<file path="src/rtl/aoi5_pkg.sv">
// Shared constants, types and helpers for the aoi5 AND-OR-INVERT block.
// Optional toggle counter is enabled by defining AOI5_TOGGLE_CNT_EN.
package aoi5_pkg;

    localparam int NUM_TERMS     = 4;
    localparam int CNT_W_DEFAULT = 16;

    typedef logic [NUM_TERMS-1:0] term_vec_t;

    // Number of product terms that are currently true (0..NUM_TERMS).
    function automatic logic [2:0] term_popcount(input term_vec_t terms);
        logic [2:0] sum;
        sum = '0;
        for (int i = 0; i < NUM_TERMS; i++) begin
            sum = sum + {2'b00, terms[i]};
        end
        return sum;
    endfunction

endpackage

</file>
<file path="src/rtl/aoi5_term.sv">
// One 2-input AND product term of the aoi5 block.
module aoi5_term (
    input  logic a,
    input  logic b,
    output logic p
);

    assign p = a & b;

endmodule

</file>
<file path="src/rtl/aoi5.sv">
// Four-term AND-OR-INVERT gate with registered copies, term population count
// and an optional saturating output-toggle counter (macro AOI5_TOGGLE_CNT_EN).
module aoi5
    import aoi5_pkg::*;
#(
    parameter int CNT_W = CNT_W_DEFAULT
) (
    input  logic             clk,
    input  logic             rst,
    input  logic             A,
    input  logic             B,
    input  logic             C,
    input  logic             D,
    input  logic             E,
    input  logic             F,
    input  logic             G,
    input  logic             H,
    output logic             Y,
    output logic             y_q,
    output logic [3:0]       term_q,
    output logic [2:0]       active_cnt,
    output logic [CNT_W-1:0] toggle_cnt
);

    logic [NUM_TERMS-1:0] op_a;
    logic [NUM_TERMS-1:0] op_b;
    term_vec_t            term_next;

    assign op_a = {G, E, C, A};
    assign op_b = {H, F, D, B};

    generate
        for (genvar gi = 0; gi < NUM_TERMS; gi++) begin : g_term
            aoi5_term u_term (
                .a (op_a[gi]),
                .b (op_b[gi]),
                .p (term_next[gi])
            );
        end
    endgenerate

    // Combinational result; independent of clk and rst.
    assign Y = ~(|term_next);

    logic       y_q_reg;
    term_vec_t  term_q_reg;
    logic [2:0] active_cnt_reg;

    always_ff @(posedge clk) begin
        if (rst) begin
            y_q_reg        <= 1'b1;
            term_q_reg     <= '0;
            active_cnt_reg <= '0;
        end else begin
            y_q_reg        <= Y;
            term_q_reg     <= term_next;
            active_cnt_reg <= term_popcount(term_next);
        end
    end

    assign y_q        = y_q_reg;
    assign term_q     = term_q_reg;
    assign active_cnt = active_cnt_reg;

`ifdef AOI5_TOGGLE_CNT_EN
    logic [CNT_W-1:0] toggle_cnt_reg;
    logic [CNT_W-1:0] toggle_cnt_next;

    // Count edges of y_q, holding at all-ones instead of wrapping.
    always_comb begin
        toggle_cnt_next = toggle_cnt_reg;
        if ((Y != y_q_reg) && (toggle_cnt_reg != {CNT_W{1'b1}})) begin
            toggle_cnt_next = toggle_cnt_reg + 1'b1;
        end
    end

    always_ff @(posedge clk) begin
        if (rst) begin
            toggle_cnt_reg <= '0;
        end else begin
            toggle_cnt_reg <= toggle_cnt_next;
        end
    end

    assign toggle_cnt = toggle_cnt_reg;
`else
    assign toggle_cnt = '0;
`endif

endmodule

</file>
<file path="config.mk">
export PLATFORM = sky130hd
export DESIGN_NAME = aoi5
export DESIGN_NICKNAME = d
export VERILOG_FILES = /design/src/rtl/aoi5_pkg.sv /design/src/rtl/aoi5_term.sv /design/src/rtl/aoi5.sv
export SDC_FILE = /design/constraint.sdc
export NUM_CORES = 1
export LEC_CHECK = 0
export BUFFER_PORTS_ARGS = -buffer_cell sky130_fd_sc_hd__buf_2
export CAP_MARGIN = 5
export CORE_AREA = 2 2 40 42
export CTS_CLUSTER_SIZE = 16
export DETAILED_ROUTE_END_ITERATION = 7
export DIE_AREA = 0 0 42 44
export PLACE_DENSITY_LB_ADDON = 0.2
export RECOVER_POWER = 100
export SYNTH_ARGS = -nofsm -noshare
export SYNTH_HDL_FRONTEND = slang
export SYNTH_SLANG_ARGS = --single-unit
</file>
<file path="constraint.sdc">
create_clock -name clk -period 1.3 [get_ports clk]
set_input_delay 0.13 -clock clk [delete_from_list [all_inputs] [get_ports clk]]
set_output_delay 0.13 -clock clk [all_outputs]
set_load 0.1 [all_outputs]
</file>
# Word-level counts from Yosys, hierarchy flattened
# Cells that the tools add are included.
classes:
  reduce_logical: 1
  bitwise_logic: 5
  n_addsub: 3
op_table:
  columns: ["operator", "n"]
  rows:
  - ["bitwise AND 1 bit", 4]
  - ["OR reduction 4 bit", 1]
  - ["adder 2 x 1 -> 3 bit", 1]
  - ["adder 3 x 1 -> 3 bit", 1]
  - ["adder 1 x 1 -> 2 bit", 1]
  - ["inverter 1 bit", 1]
word_totals:
  ff_bits: 8
  word_cells: 12
  output_inout_bits: 25
  input_bits: 10

# Logic depth before layout (Yosys ltp)
# Gate-level depths: netlist of the first run.
depth:
  ltp_word: 4
  ltp_mapped: 6
  ltp_nobuf: 6

# Cells and area by module
# A second synthesis of the first run with hierarchy kept.
hier_totals:
  cells_unflattened: 47
  hier_area_um2: 440.4
modules_own_cells:
  columns: ["mod", "area_each_um2", "n_inst", "seq_area_each_um2", "cells_per_inst"]
  rows:
  - ["aoi5", 415.4, 1, 160.2, 43]
  - ["aoi5_term", 6.3, 4, 0.0, 1]

# Worst setup path before layout of the first run
# OpenSTA, ideal clock, no wires.
synth_path:
  kind: "input to register"
  from: "in C"
  to: "reg active_cnt_reg[1] (netlist: active_cnt[1])"
  stages: 6
  t_arrival_ns: 1.177
  required_ns: 1.186
  setup_ns: 0.114
  path_buffers: 0
  setup_slack_ns: 0.009
  path_cell_list: "nand2_2 > xor2_1 > ha_1 > ha_1 > ha_1 > nor2b_1"
synth_between:
  elab_chain_cells: 4
synth_lines:
  columns: ["element", "line_no", "rtl"]
  rows:
  - ["start: declaration", "aoi5.sv:12", "input logic C,"]
  - ["bitwise AND 1 bit", "aoi5_term.sv:8", "assign p = a & b;"]
  - ["adder 1 x 1 -> 2 bit", "aoi5_pkg.sv:15", "sum = sum + {2'b00, terms[i]};"]
  - ["adder 2 x 1 -> 3 bit", "aoi5_pkg.sv:15", null]
  - ["adder 3 x 1 -> 3 bit", "aoi5_pkg.sv:15", null]
  - ["end signal: assignment", "aoi5.sv:57", "active_cnt_reg <= term_popcount(term_next);"]
  - ["end: declaration", "aoi5.sv:47", "logic [2:0] active_cnt_reg;"]
# No other way between the ends.
# A chain may end at the register's enable or synchronous reset.

# Final worst setup path of the first run
# Same ends and word-level chain as after synthesis.

==> results of run 1 <==
## layout by cell type, fill, tap and decap left out, drive strengths merged
cell type | synthesis | routed
ha | 3 | 3
o21bai | 1 | 1
and4 | 1 | 1
nand2 | 4 | 4
a41o | 1 | 1
inv | 2 | 2
xor2 | 1 | 1
nor2 | 4 | 4
clkbuf | 0 | 15
conb | 1 | 16
buf | 16 | 9
dfxtp | 8 | 8
nor2b | 3 | 3
## logic make-up after synthesis
group / share of synthesized area (%)
compound gates: 4.17
simple gates: 15.5
flops: 38.1
xor+xnor: 2.08
other cells: 0.892
fa+ha+maj: 8.93
buf+inv: 30.4
## where the power goes
group / switching [W] / internal, W / leakage (nW)
logic: 0.000355 / 0.0000408 / 0.216
clock network: 0.0000783 / 0.000105 / 0.0138
registers: 0.00000277 / 0.000260 / 0.0659
## routing by layer
layer  global-route usage, %  vias up  part of all wire [%]
met1                    6.03      125                    34
li1                        -      155                     -
met4                    7.74        0                     0
met2                    11.6       21                    54
met5                       0        -                     0
met3                    1.25        0                    12
## cell type report
cell class	instances	share of cell area (%)
repair buffers	21	21.4
well taps	16	3.99
inverters	2	1.50
multi-input cells	34	36.7
flip-flops and latches	8	31.9
clock buffers	3	4.49
## final timing paths
check | to | from | slack [ns] | cells past startpoint
worst max-delay path | active_cnt[1]$_SDFF_PP0_ | C | 0.15 | 7
worst min-delay path | active_cnt[0]$_SDFF_PP0_ | rst | 0.14 | 2
## metrics by stage
stage	util [%]	hold WS (ns)	setup TNS, ns	area, µm²
finish	35.4	0.136	0	502
global route	35.4	0.149	0	502
CTS	37.1	0.134	0	527
detailed placement	35.5	0.398	-0.135	504
global placement	35.5	0.399	-0.120	504
floorplan	-	0.202	0	477
## critical path: cells and delay by family
family | cells | cell delay [ns]
fa+ha+maj | 3 | 0.73
simple gates | 2 | 0.20
xor+xnor | 1 | 0.16
buf+inv | 1 | 0.07
==> impl_metrics.env, run 1 <==
export IMPL_setup_ws_ns=0.151
export IMPL_synth_top_cell_area_share_pct=38.1
export IMPL_dr_pass1_iters=4
export IMPL_end_kind="flop"
export IMPL_area_delta_synth_final_pct=19.3
export IMPL_postCtsHoldBufs=0
export IMPL_cts_htree_levels=1
export IMPL_num_vias=301
export IMPL_slowest_delay_ns=0.29
export IMPL_required_ns=1.44
export IMPL_ys_top_cells_by_area="dfxtp_1 38%, buf_4 29%, ha_1 8.9%"
export IMPL_grt_ovfl_total=0
export IMPL_synth_seq_cells=8
export IMPL_synth_most_common_cell="buf_4"
export IMPL_critical_path_max_fanout=2
export IMPL_maxCapViolCount=0
export IMPL_worstMarginPinSlew_ns=0.539
export IMPL_start_util_pct=29.6
export IMPL_ys_warn_count=0
export IMPL_numCtsBuffers=3
export IMPL_portBuffers=18
export IMPL_routedWlPerCell_um=7.00
export IMPL_gp_congestion=0.634
export IMPL_place_inst=81
export IMPL_cts_setup_buffers=0
export IMPL_crit_top_cell="ha_1"
export IMPL_hold_viol=0
export IMPL_fmax_mhz=870
export IMPL_relSlewSlack_pct=64.2
export IMPL_setup_viol=0
export IMPL_fin_cells=84
export IMPL_peakVddDrop_mv=0.489
export IMPL_drt_iter0_markers=1
export IMPL_start_kind="input pin"
export IMPL_cts_buffer_depth=2
export IMPL_holdCritPathClass="in -> reg"
export IMPL_arrival_ns=1.29
export IMPL_critPathKind="in -> reg"
export IMPL_fin_nets=83
export IMPL_grt_pass1_vias=244
export IMPL_die_y_um=44
export IMPL_coreArea_um2=1420
export IMPL_finalCriticalPeriod_ns=1.15
export IMPL_ioPinCount=35
export IMPL_cts_resized=0
export IMPL_synth_edf_count=0
export IMPL_antenna_found_initial=0
export IMPL_grt_setup_unrepaired="no"
export IMPL_multi_input_area_um2=184
export IMPL_syn_area_um2=420
export IMPL_synth_top_cell_by_area="dfxtp_1"
export IMPL_grt_pass1_wl_um=876
export IMPL_power_density_nw_per_um2=1680
export IMPL_leakage_nw=0.296
export IMPL_synth_common_cells="16 x buf_4, 8 x dfxtp_1, 4 x nor2_1"
export IMPL_vias_per_cell=3.58
export IMPL_ys_flop_type="dfxtp_1"
export IMPL_cts_tree="done"
export IMPL_cts_root_buf="clkbuf_4"
export IMPL_synth_area_per_cell_um2=9.34
export IMPL_fill_cells=162
export IMPL_fp_row_count=14
export IMPL_register_area_um2=160
export IMPL_slowest_stage="ha_1"
export IMPL_wirelength_um=588
export IMPL_ys_seq_area_share_pct=38.1
export IMPL_dp_hpwl_um=512
export IMPL_preCtsSetupSlack_ns=-0.115
export IMPL_slew_violations=0
export IMPL_largest_reg_flops=4
export IMPL_status="finished clean"
export IMPL_synthArstFlopShare_pct=0
export IMPL_path_clk_slew_ns=0.05
export IMPL_p_total_w=0.000841
export IMPL_die_width_um=42
export IMPL_crit_path_cell_trace="buf_2 -> nand2_1 -> xor2_1 -> ha_1 -> ha_1 -> ha_1 -> nor2b_1"
export IMPL_drive_above_1_share_pct=33.8
export IMPL_die_area_um2=1850
export IMPL_grt_start_max_net_pins=9
export IMPL_antennaDiodeCount=0
export IMPL_fin_crit_sh_pct=88.4
export IMPL_grt_usage_pct=6.62
export IMPL_drc=0
export IMPL_ys_types=13
export IMPL_ant_nets=0
export IMPL_synthCells=45
export IMPL_clock_sinks=8
No activity file was read; power rests on OpenSTA's default activity.
==> inputs of run 2 (changes only) <==
--- a/config.mk
+++ b/config.mk
@@ -11,7 +11,7 @@
 export CTS_CLUSTER_SIZE = 16
 export DETAILED_ROUTE_END_ITERATION = 7
 export DIE_AREA = 0 0 42 44
-export PLACE_DENSITY_LB_ADDON = 0.2
+export PLACE_DENSITY = 0.64
 export RECOVER_POWER = 100
 export SYNTH_ARGS = -nofsm -noshare
 export SYNTH_HDL_FRONTEND = slang
==> impl_metrics.env, run 2 (synthesis results as in run 1) <==
export IMPL_status="finished clean"
export IMPL_numCtsBuffers=3
export IMPL_peakVddDrop_mv=0.379
export IMPL_layout_common_cells="16 x conb_1, 9 x buf_2, 8 x dfxtp_1, 8 x clkbuf_2"
export IMPL_crit_family="buffers and inverters"
export IMPL_num_vias=313
export IMPL_ioPinCount=35
export IMPL_antennaDiodeCount=0
export IMPL_drc=0
export IMPL_power_density_nw_per_um2=1690
export IMPL_cts_buffer_depth=2
export IMPL_drt_iter0_markers=8
export IMPL_path_clk_slew_ns=0.05
export IMPL_ant_nets=0
export IMPL_fin_nets=83
export IMPL_worstMarginPinSlew_ns=0.541
export IMPL_area_delta_synth_final_pct=18.5
export IMPL_grt_pass1_wl_um=972
export IMPL_antenna_found_initial=0
export IMPL_placed_area_um2=504
export IMPL_fill_cells=158
export IMPL_worst_path_buf_inv=3
export IMPL_end_kind="output pin"
export IMPL_endpoint="Y"
export IMPL_gp_congestion=0.641
export IMPL_clock_sinks=8
export IMPL_vias_per_cell=3.73
export IMPL_critPathLaunch="A"
export IMPL_relSlewSlack_pct=64.1
export IMPL_postCtsHoldBufs=0
export IMPL_grt_usage_pct=7.50
export IMPL_holdCritPathClass="in -> reg"
export IMPL_finalCriticalPeriod_ns=1.15
export IMPL_crit_path_cell_trace="buf_2 -> nand2_1 -> clkbuf_1 -> and4_1 -> clkbuf_4"
export IMPL_grt_pass1_vias=253
export IMPL_final_common_cell="conb_1"
export IMPL_grt_start_max_net_pins=9
export IMPL_drive_above_1_share_pct=32.4
export IMPL_maxCapViolCount=0
export IMPL_critPathKind="in -> out"
export IMPL_grt_setup_unrepaired="no"
export IMPL_portBuffers=18
export IMPL_start_util_pct=29.6
export IMPL_setup_viol=0
export IMPL_fp_row_count=14
export IMPL_slew_violations=0
export IMPL_leakage_nw=0.292
export IMPL_cts_htree_levels=1
export IMPL_wirelength_um=640
export IMPL_preCtsSetupSlack_ns=-0.112
export IMPL_routedWlPerCell_um=7.62
export IMPL_fin_area_um2=498
export IMPL_cts_tree="done"
export IMPL_cts_root_buf="clkbuf_4"
export IMPL_coreArea_um2=1420
export IMPL_arrival_ns=1.02
export IMPL_hold_viol=0
export IMPL_cts_setup_buffers=0
export IMPL_dr_pass1_iters=2
export IMPL_cp_depth=5
export IMPL_setup_ws_ns=0.149
export IMPL_grt_ovfl_total=0
export IMPL_fin_crit_sh_pct=88.5
export IMPL_largest_reg_flops=4
export IMPL_die_y_um=44
export IMPL_slowest_delay_ns=0.32
export IMPL_slowest_stage="clkbuf_4"
export IMPL_dp_hpwl_um=532
export IMPL_critical_path_max_fanout=4
export IMPL_required_ns=1.17
export IMPL_die_width_um=42
export IMPL_die_area_um2=1850
export IMPL_cts_resized=0
export IMPL_fmax_mhz=869
export IMPL_start_kind="input pin"
-- run 2: power breakdown --
group,internal (W),switching [W],leakage (nW)
sequential,0.000260,0.00000319,0.0659
clock,0.000105,0.0000773,0.0138
combinational,0.0000401,0.000356,0.213
-- run 2: final cells by class --
type                       count  area [µm²]  share of cell area, %
sequential                     8         160                   32.2
timing repair buffer          21         104                   20.9
multi-input combinational     34         184                   36.9
tap                           16        20.0                   4.02
inverter                       2        7.51                   1.51
clock buffer                   3        22.5                   4.52
-- run 2: metrics by stage --
| step | util [%] | hold slack [ns] | cells | total power, W | TNS (ns) |
|---|---|---|---|---|---|
| floorplan | - | 0.202 | 60 | 0.000660 | 0 |
| global placement | 35.5 | 0.394 | 81 | 0.000677 | -0.0911 |
| detailed placement | 35.5 | 0.401 | 81 | 0.000679 | -0.139 |
| CTS | 37.1 | 0.139 | 84 | 0.000864 | 0 |
| global route | 35.1 | 0.160 | 84 | 0.000876 | 0 |
| finish | 35.1 | 0.149 | 84 | 0.000842 | 0 |
-- run 2: how the worst min path moves through the flow --
stage | endpoint | slack, ns | cells after the start | from
after floorplan | active_cnt[0]$_SDFF_PP0_ | 0.20 | 1 | rst
after global placement | term_q[2]$_SDFF_PP0_ | 0.39 | 3 | F
after detailed placement | term_q[1]$_SDFF_PP0_ | 0.40 | 2 | rst
after CTS | active_cnt[1]$_SDFF_PP0_ | 0.14 | 2 | rst
after global routing | active_cnt[1]$_SDFF_PP0_ | 0.16 | 2 | rst
final | active_cnt[1]$_SDFF_PP0_ | 0.15 | 2 | rst
-- run 2: per-layer routing --
metal	track usage, %	up-vias	routed length, µm
li1	-	155	-
met1	6.06	131	244
met2	13.4	25	283
met3	4.17	2	96
met4	5.81	0	14
met5	0	-	0
